--- src/rtl/uart_pkg.sv ---
// Shared UART definitions: parity encodings (also used by the receive path)
// and transmitter FSM state codes.
package uart_pkg;

  localparam int PARITY_NONE = 0;
  localparam int PARITY_ODD  = 1;
  localparam int PARITY_EVEN = 2;

  localparam logic [2:0] S_IDLE   = 3'd0;
  localparam logic [2:0] S_START  = 3'd1;
  localparam logic [2:0] S_DATA   = 3'd2;
  localparam logic [2:0] S_PARITY = 3'd3;
  localparam logic [2:0] S_STOP   = 3'd4;

  // Frame parity bit; callers zero-extend the payload, which leaves the XOR unchanged.
  function automatic logic parity_bit(input logic [8:0] d, input int mode);
    return (mode == PARITY_EVEN) ? ^d : ~^d;
  endfunction

endpackage

--- src/rtl/sync_fifo.sv ---
// Single-clock FIFO with registered full/empty flags; read data is valid
// whenever empty is low. Pushes while full and pops while empty are ignored.
module sync_fifo #(
  parameter int WIDTH = 8,
  parameter int DEPTH = 4
) (
  input  logic             clk,
  input  logic             reset,
  input  logic [WIDTH-1:0] wr_data,
  input  logic             push,
  input  logic             pop,
  output logic [WIDTH-1:0] rd_data,
  output logic             full,
  output logic             empty
);

  localparam int AW = $clog2(DEPTH);
  localparam logic [AW:0] FULL_CNT = (AW+1)'(DEPTH);

  logic [WIDTH-1:0] mem [DEPTH];
  logic [AW-1:0]    wr_ptr, rd_ptr;
  logic [AW:0]      count, count_nxt;
  logic             do_push, do_pop;

  assign do_push = push && !full;
  assign do_pop  = pop && !empty;
  assign rd_data = mem[rd_ptr];

  always_comb begin
    count_nxt = count;
    if (do_push && !do_pop)      count_nxt = count + 1'b1;
    else if (!do_push && do_pop) count_nxt = count - 1'b1;
  end

  always_ff @(posedge clk) begin
    if (reset) begin
      wr_ptr <= '0;
      rd_ptr <= '0;
      count  <= '0;
      full   <= 1'b0;
      empty  <= 1'b1;
    end else begin
      if (do_push) wr_ptr <= wr_ptr + 1'b1;
      if (do_pop)  rd_ptr <= rd_ptr + 1'b1;
      count <= count_nxt;
      full  <= (count_nxt == FULL_CNT);
      empty <= (count_nxt == '0);
    end
  end

  always_ff @(posedge clk) begin
    if (do_push) mem[wr_ptr] <= wr_data;
  end

endmodule

--- src/rtl/uart_tx.sv ---
// UART transmitter: buffers bytes in a small FIFO and serialises each as
// start + data (LSB first) + optional parity + 1/2 stop bits on a registered tx.
module uart_tx
  import uart_pkg::*;
#(
  parameter int CLK_FREQ   = 50_000_000,
  parameter int BAUD_RATE  = 9600,
  parameter int DATA_BITS  = 8,
  parameter int PARITY     = 0,
  parameter int STOP_BITS  = 1,
  parameter int FIFO_DEPTH = 4
) (
  input  logic                 clk,
  input  logic                 reset,
  input  logic [DATA_BITS-1:0] in_data,
  input  logic                 in_valid,
  output logic                 in_ready,
  output logic                 tx,
  output logic                 tx_busy,
  output logic                 tx_done
);

  localparam int CLKS_PER_BIT = CLK_FREQ / BAUD_RATE;
  localparam int CNT_W        = $clog2(CLKS_PER_BIT);
  localparam int IDX_W        = $clog2(DATA_BITS + 1);
  localparam logic [CNT_W-1:0] CNT_LAST  = CNT_W'(CLKS_PER_BIT - 1);
  localparam logic [IDX_W-1:0] DATA_LAST = IDX_W'(DATA_BITS - 1);
  localparam logic [IDX_W-1:0] STOP_LAST = IDX_W'(STOP_BITS - 1);

  if (CLKS_PER_BIT < 2 || STOP_BITS < 1 || STOP_BITS > 2 ||
      PARITY < PARITY_NONE || PARITY > PARITY_EVEN) begin : g_bad_cfg
    $error("uart_tx: unsupported CLKS_PER_BIT/STOP_BITS/PARITY");
  end

  logic [DATA_BITS-1:0] fifo_data;
  logic                 fifo_full, fifo_empty, pop;
  logic [2:0]           state;
  logic [CNT_W-1:0]     cnt;
  logic [IDX_W-1:0]     bit_idx;
  logic [DATA_BITS-1:0] shift;
  logic                 par, done_pre;
  logic                 bit_last, frame_end;

  sync_fifo #(.WIDTH(DATA_BITS), .DEPTH(FIFO_DEPTH)) u_fifo (
    .clk     (clk),
    .reset   (reset),
    .wr_data (in_data),
    .push    (in_valid),
    .pop     (pop),
    .rd_data (fifo_data),
    .full    (fifo_full),
    .empty   (fifo_empty)
  );

  // Held low for every cycle reset is asserted, not only after the reset edge.
  assign in_ready  = !fifo_full && !reset;
  assign bit_last  = (cnt == CNT_LAST);
  assign frame_end = (state == S_STOP) && bit_last && (bit_idx == STOP_LAST);
  assign pop       = !fifo_empty && ((state == S_IDLE) || frame_end);

  // tx/tx_busy are registered from the current state, so the line trails the FSM by one cycle.
  always_ff @(posedge clk) begin
    if (reset) begin
      state    <= S_IDLE;
      cnt      <= '0;
      bit_idx  <= '0;
      shift    <= '0;
      par      <= 1'b0;
      tx       <= 1'b1;
      tx_busy  <= 1'b0;
      done_pre <= 1'b0;
      tx_done  <= 1'b0;
    end else begin
      tx_busy  <= (state != S_IDLE);
      done_pre <= frame_end;
      tx_done  <= done_pre;
      if (state != S_IDLE) cnt <= bit_last ? '0 : cnt + 1'b1;
      if (pop) begin
        shift <= fifo_data;
        par   <= parity_bit(9'(fifo_data), PARITY);
        cnt   <= '0;
        state <= S_START;
      end
      case (state)
        S_IDLE: tx <= 1'b1;
        S_START: begin
          tx <= 1'b0;
          if (bit_last) begin
            bit_idx <= '0;
            state   <= S_DATA;
          end
        end
        S_DATA: begin
          tx <= shift[0];
          if (bit_last) begin
            shift <= shift >> 1;
            if (bit_idx == DATA_LAST) begin
              bit_idx <= '0;
              state   <= (PARITY != PARITY_NONE) ? S_PARITY : S_STOP;
            end else begin
              bit_idx <= bit_idx + 1'b1;
            end
          end
        end
        S_PARITY: begin
          tx <= par;
          if (bit_last) state <= S_STOP;
        end
        S_STOP: begin
          tx <= 1'b1;
          if (bit_last) begin
            if (bit_idx == STOP_LAST) begin
              bit_idx <= '0;
              if (!pop) state <= S_IDLE;
            end else begin
              bit_idx <= bit_idx + 1'b1;
            end
          end
        end
        default: begin
          tx    <= 1'b1;
          state <= S_IDLE;
        end
      endcase
    end
  end

endmodule
--- config.mk ---
export PLATFORM = sky130hd
export DESIGN_NAME = uart_tx
export DESIGN_NICKNAME = d
export VERILOG_FILES = /design/src/rtl/uart_pkg.sv /design/src/rtl/sync_fifo.sv /design/src/rtl/uart_tx.sv
export SDC_FILE = /design/constraint.sdc
export NUM_CORES = 1
export LEC_CHECK = 0
export CORE_MARGIN = 2
export CORE_UTILIZATION = 49
export DETAILED_ROUTE_END_ITERATION = 7
export PLACE_DENSITY_LB_ADDON = 0.3
export SYNTH_ARGS = -nofsm -noshare
export SYNTH_HDL_FRONTEND = slang
export SYNTH_SLANG_ARGS = --single-unit
export TNS_END_PERCENT = 5
--- constraint.sdc ---
create_clock -name clk -period 3.2 [get_ports clk]
set_input_delay 0.64 -clock clk [delete_from_list [all_inputs] [get_ports clk]]
set_output_delay 0.64 -clock clk [all_outputs]
set_load 0.01 [all_outputs]
==> impl_results.md, run 1 <==
- Outcome: finished, final reports clean
- Area grow syn2layout: 12.8%
- Most area-consuming cells after synthesis: edfxtp_1, dfxtp_1, mux4_2
- Remaining global-route overflow: 0
- RSZ-0062 raised after global routing: false
- Relative slew margins: 63.1%
- Number of synthesis warnings: 0
- CP Cell Sequence: inv_1, ha_1, or3b_1, or4_4, o21ai_2, and2_2, mux2i_1, o21ai_0
- Post-synth net total: 316
- Root buf cell: clkbuf_8
- Placement Rows: 30
- CP Data Arrival Time: 2.83 ns
- Layout cells sized above 1: 12.2%
- Crit start category: register
- P per Cell Area: 708 nW/um^2
- DRC Markers: 0
- Via count: 2,129
- Worst slew pin tran: 0.549 ns
- Crit path capture type: register
- DRT iter0 DRCs: 90
- Antenna Diode Count: 0
- Top FF cell, synth: dfxtp_1
- Fin nets: 335
- Placed cell count: 384
- Final instance area: 3770 sq um
- HPWL after DPL: 3.75 mm
- CP top delay family: simple AND/OR/NAND/NOR gates
- Gr usage total: 16.1%
- Number of synthesized flops with an enable pin: 32
- Initial antenna violation count: 0
- Final setup violation count: 0
- Fin. Hold Viols: 0
- Antenna Violating Nets Remaining: 0
- Crit-path slowest cell: or4_4
- CP Buf/Inv Count: 1
- CP max stage delay: 0.47 ns
- Min-delay worst type: reg -> reg
- Starting density of the core: 50.1%
- Drt pass-1 iters: 4
- Chip Height: 86.6 um
- Reg clk slew, reported paths: 0.08 ns
- Cell Area, Placed: 3580 sq um
- Final Max Tran Viols: 0
- Share of the synthesized area in the top cell type: 28.7%
- Vias in the first global route: 2,041
- Hold Buf Count CTS: 0
- Global-route wire length before repair: 9.31 mm
- Crit path kind: reg -> reg
- Post-Syn Area: 3340 sq um
- Non-Filler Instances: 400
- Post-CTS setup buffer count: 0
- CP required: 3.44 ns
- Leading area contributor after synthesis: edfxtp_1
- Worst Clk Skew: 0.00885 ns
- H-tree depth: 3
- CP max FO: 11
- Leak Pwr: 0.00134 uW
- Max Cap Viol: 0
- CTS tree: done
- Synth async-reset ratio: 0%
- Die W: 86.6 um
- Largest net degree at the start of global routing: 23
- Setup TNS: 0 ns
- Syn_area_per_cell: 11.3 sq um
- RePlAce Congestion: 0.796
- Sequential element share of the synthesized area: 55.1%
- Clock Sink Count: 76
- WL/cell: 13.7 um
- Post-CTS sizing: 0
- Min cycle time layout: 2.59 ns
- Post-route clock period utilization: 81.0%
- Total Wirelength: 5.48 mm
- Clk Latency, worst-skew pair: 0.36 ns
- Unique cell type count in the Yosys netlist: 47
- Cells after synthesis: 296
- I/O Pins: 15
- I/O Buffers: 14
- Fin util: 56.5%
- Num CTS Buffers: 9
- Die area: 7500 sq um
- Core area: 6680 sq um
- FF+latch count, synth: 76
- Vias/cell: 5.32
- Clock Tree Buf Depth: 2
- Peak supply drop: 0.396 mV
- Peak Freq: 0.386 GHz
-- layout make-up --
cell class                      count  area, sq um
Fill cell                         584         2910
Sequential cell                    76         1840
Multi-Input combinational cell    196         1400
Timing Repair Buffer               20          185
Clock buffer                        9          124
Tap cell                           80          100
Clock inverter                      7         73.8
Inverter                           12         45.0
-- layer usage --
metal / wire (um) / track usage [%] / vias to the layer above
met3: 154 / 4.57 / 10
li1: - / - / 1088
met5: 0 / 0 / -
met4: 115 / 6.82 / 0
met2: 2670 / 26.9 / 23
met1: 2540 / 19.5 / 1008
-- placed cells by master (no fill, tap or decap), drive strengths merged, types with 9 or more instances in the layout --
cell            n
ha              9
edfxtp         32
xnor2          13
inv            18
nor2           35
clkbuf          9
clkdlybuf4s50  14
dfxtp          44
mux2i           9
a21oi          12
nand2          16
o21ai          17
xor2           10
-- where the power goes --
part	total [uW]	internal, uW	switching (uW)
logic	707	367	340
clock network	717	310	407
registers	1250	1140	109
total	2670	1820	857
-- cells in the mapped netlist (all sizes together), types with 2 or more instances --
master  number
nand2b       4
xor2        10
o21ai       17
and3         3
inv         12
edfxtp      32
nor2b        5
nor3         8
ha           9
nand4        2
a21o         2
and2         8
dfxtp       44
mux2i        9
and4         5
clkbuf       8
buf          4
nor2        35
xnor2       13
nand3        8
mux4         8
a21oi       12
a211oi       4
a22oi        2
nand2       16
-- state kept, by name, indices dropped and copies added (netlist names), 2 cells and up, named ones only --
register / flops
u_fifo.mem: 32
cnt: 13
shift: 8
bit_idx: 4
state: 3
u_fifo.count: 3
u_fifo.rd_ptr: 2
u_fifo.wr_ptr: 2
-- cells by family (layout without fill, tap and decap cells) --
family | Yosys count | in the layout | synth area share [%]
buffers and inverters | 24 | 48 | 2.96
AND/OR/NAND/NOR | 103 | 103 | 15.9
XOR/XNOR | 23 | 23 | 6.02
AO/OA/AOI/OAI | 44 | 44 | 8.57
adder cells (fa/ha/maj) | 9 | 9 | 3.37
multiplexers | 17 | 17 | 8.08
flip-flops | 76 | 76 | 55.1
-- worst paths after layout --
check	startpoint	to	slack (ns)	cells after the start
setup / recovery	bit_idx[0]	shift[2]	0.61	8
hold / removal	done_pre	tx_done	0.44	1
setup reg to reg	bit_idx[0]	shift[2]	0.61	8
hold reg to reg	done_pre	tx_done	0.44	1
-- per-stage QoR --
stage / hold WS [ns] / power, uW / setup slack (ns)
after CTS: 0.448 / 2710 / 0.605
after detailed placement: 0.428 / 1990 / 0.620
after global placement: 0.428 / 1970 / 0.709
final: 0.442 / 2670 / 0.608
after global routing: 0.464 / 2840 / 0.437
after floorplan: 0.414 / 1840 / 0.884
Power figures use the tool's default switching activity.
==> run 2: changes to the inputs <==
- clock period: 3.2 -> 2.6 ns (I/O delays scaled with it)
==> run 2 against run 1 <==
- register-to-register slack worse by 0.44 ns
- clock skew up 0.00066 ns
- clock-buffer cell count unchanged
- sequential cell count stayed put
- wire length up 3.4%
- worst hold slack improved by 0.00094 ns
- die area did not move
- worst setup slack lost 0.44 ns
- critical path depth unchanged
- sequential share of layout area is 0.34 points lower
- total power increased by 24%
- critical path type unchanged
- critical endpoint is now u_fifo.full
- largest power group unchanged
==> impl_results.md, run 2 (synthesized netlist as in run 1, its figures left out) <==
- Outcome: finished, final reports clean (unchanged)
- Worst slew pin tran: 0.768 ns (was 0.549 ns)
- I/O Pins: 15 (unchanged)
- Core area: 6680 sq um (unchanged)
- Vias/cell: 5.38 (was 5.32)
- DRC Markers: 0 (unchanged)
- CP required: 2.89 ns (was 3.44 ns)
- Crit start category: register (unchanged)
- CP Data Arrival Time: 2.73 ns (was 2.83 ns)
- Final setup violation count: 0 (unchanged)
- Die area: 7500 sq um (unchanged)
- Fin worst setup slack: 0.165 ns (was 0.608 ns)
- Min-delay worst type: reg -> reg (unchanged)
- Worst Clk Skew: 0.00951 ns (was 0.00885 ns)
- Leak Pwr: 0.00134 uW (about the same)
- Num CTS Buffers: 9 (unchanged)
- Flop2flop setup slack: 0.17 ns (was 0.61 ns)
- Most common library cell in the layout ignoring fill and taps: dfxtp_1 (unchanged)
- Comb pwr share: 27.3% (was 26.5%)
- Clk Latency, worst-skew pair: 0.35 ns (was 0.36 ns)
- Fillers: 555 (was 584)
- Fin util: 56.9% (was 56.5%)
- CP Launch Point: bit_idx[0] (unchanged)
- Cell-internal power: 2250 uW (was 1820 uW)
- HPWL after DPL: 3.95 mm (was 3.75 mm)
- Multi-input gate area: 1420 sq um (was 1400 sq um)
- Peak Freq: 0.411 GHz (was 0.386 GHz)
- Die W: 86.6 um (unchanged)
- Largest register FFs: 32 (unchanged)
- Placement Rows: 30 (unchanged)
- Max Cap Viol: 0 (unchanged)
- Final Max Tran Viols: 0 (unchanged)
- CTS tree: done (unchanged)
- Chip Height: 86.6 um (unchanged)
- Total Wirelength: 5.66 mm (was 5.48 mm)
- Drt pass-1 iters: 4 (unchanged)
- Register area: 1840 sq um (unchanged)
- Antenna Diode Count: 0 (unchanged)
- Post-CTS setup buffer count: 0 (unchanged)
- Design Power: 3310 uW (was 2670 uW)
- Fin. Hold Viols: 0 (unchanged)
- Crit path capture type: register (unchanged)
- Crit-path slowest cell: or4_4 (unchanged)
- Reg-to-reg critical path endpoint: u_fifo.full (was shift[2])
- Worst slack at placement: 0.162 ns (was 0.620 ns)
- P_sw: 1060 uW (was 857 uW)
- P per Cell Area: 871 nW/um^2 (was 708 nW/um^2)
- Vias in the first global route: 2,147 (was 2,041)
- Gr usage total: 16.8% (was 16.1%)
- Peak supply drop: 0.637 mV (was 0.396 mV)
- CP Cell Sequence: inv_1, ha_1, or3b_1, or4_4, o31a_4, a2111oi_4, a311oi_1, o21ba_2 (was inv_1, ha_1, or3b_1, or4_4, o21ai_2, and2_2, mux2i_1, o21ai_0)
- Layout cells sized above 1: 13.0% (was 12.2%)
- Top Registers: u_fifo.mem: 32 flops, cnt: 13 flops, shift: 8 flops (unchanged)
- Setup TNS: 0 ns (unchanged)
- RSZ-0062 raised after global routing: false (unchanged)
- Non-Filler Instances: 403 (was 400)
- Placed cell count: 387 (was 384)
- RePlAce Congestion: 0.818 (was 0.796)
- Clk pwr share: 25.9% (was 26.8%)
- Crit path kind: reg -> reg (unchanged)
- Post-route clock period utilization: 93.6% (was 81.0%)
- Area grow syn2layout: 13.6% (was 12.8%)
- DRT iter0 DRCs: 65 (was 90)
- Most flops, register: u_fifo.mem (unchanged)
- WL/cell: 14.0 um (was 13.7 um)
- Clock Tree Buf Depth: 2 (unchanged)
- Min cycle time layout: 2.43 ns (was 2.59 ns)
- Antenna Violating Nets Remaining: 0 (unchanged)
- Setup crit end: u_fifo.full (was shift[2])
- Root buf cell: clkbuf_8 (unchanged)
- Global-route wire length before repair: 9.82 mm (was 9.31 mm)
- Via count: 2,169 (was 2,129)
- Critical R2R Launch: bit_idx[0] (unchanged)
- Initial antenna violation count: 0 (unchanged)
- Fin nets: 338 (was 335)
- H-tree depth: 3 (unchanged)
- Remaining global-route overflow: 0 (unchanged)
- Sw frac: 32.0% (was 32.1%)
- CP max FO: 5 (was 11)
- Seq pwr share: 46.8% (was 46.7%)
- Reg clk slew, reported paths: 0.09 ns (was 0.08 ns)
- Relative slew margins: 48.4% (was 63.1%)
- R2R depth: 8 (unchanged)
- Clock Sink Count: 76 (unchanged)
- Starting density of the core: 50.1% (unchanged)
- Most frequent cells in the layout: dfxtp_1, nor2_1, edfxtp_1 (unchanged)
- CP max stage delay: 0.46 ns (was 0.47 ns)
- I/O Buffers: 14 (unchanged)
- Largest net degree at the start of global routing: 18 (was 23)
run 2: critical path: cells and delay by family, from the launching register on:
family	cells	cell delay [ns]
compound gates	4	1.01
simple gates	2	0.83
flops	1	0.34
fa+ha+maj	1	0.13
buf+inv	1	0.08
run 2: how the worst min path moves through the flow:
stage / slack [ns] / cells after the start / from / to
3_5_place_dp: 0.43 / 1 / done_pre / tx_done
4_1_cts: 0.45 / 1 / done_pre / tx_done
2_1_floorplan: 0.41 / 1 / done_pre / tx_done
6_report: 0.44 / 1 / done_pre / tx_done
5_1_grt: 0.47 / 1 / done_pre / tx_done
3_3_place_gp: 0.42 / 1 / done_pre / tx_done
run 2: layout make-up:
type / count / share of cell area (%)
clock buffers: 9 / 3.26
clock inverters: 7 / 1.71
inverters: 12 / 1.19
multi-input cells: 196 / 37.3
flip-flops and latches: 76 / 48.5
well taps: 80 / 2.63
repair buffers: 23 / 5.47
run 2: through the flow:
step / area [sq um] / hold WS [ns]
final: 3800 / 0.443
after global routing: 3800 / 0.466
after CTS: 3790 / 0.447
after global placement: 3600 / 0.420
after detailed placement: 3600 / 0.426
after floorplan: 3340 / 0.414
run 2: power groups by stage:
stage,Sequential [uW],Combinational (uW),Clock (uW)
after global routing,1570,1000,932
after floorplan,1490,776,0
after detailed placement,1580,897,0
final,1550,902,857
after CTS,1550,901,874
after global placement,1560,876,0
run 2: timing repair:
action	CTS	global route
resized for setup	0	1
hold buffers	0	0
endpoints found under the setup margin	0	2
run 2: layer usage:
layer  up-vias  GRT usage, %  part of all wire, %
met3         8          3.71                  2.8
li1       1096             -                    -
met1      1030          20.7                   46
met5         -             0                    0
met4         0          6.82                  1.6
met2        35          28.7                   50
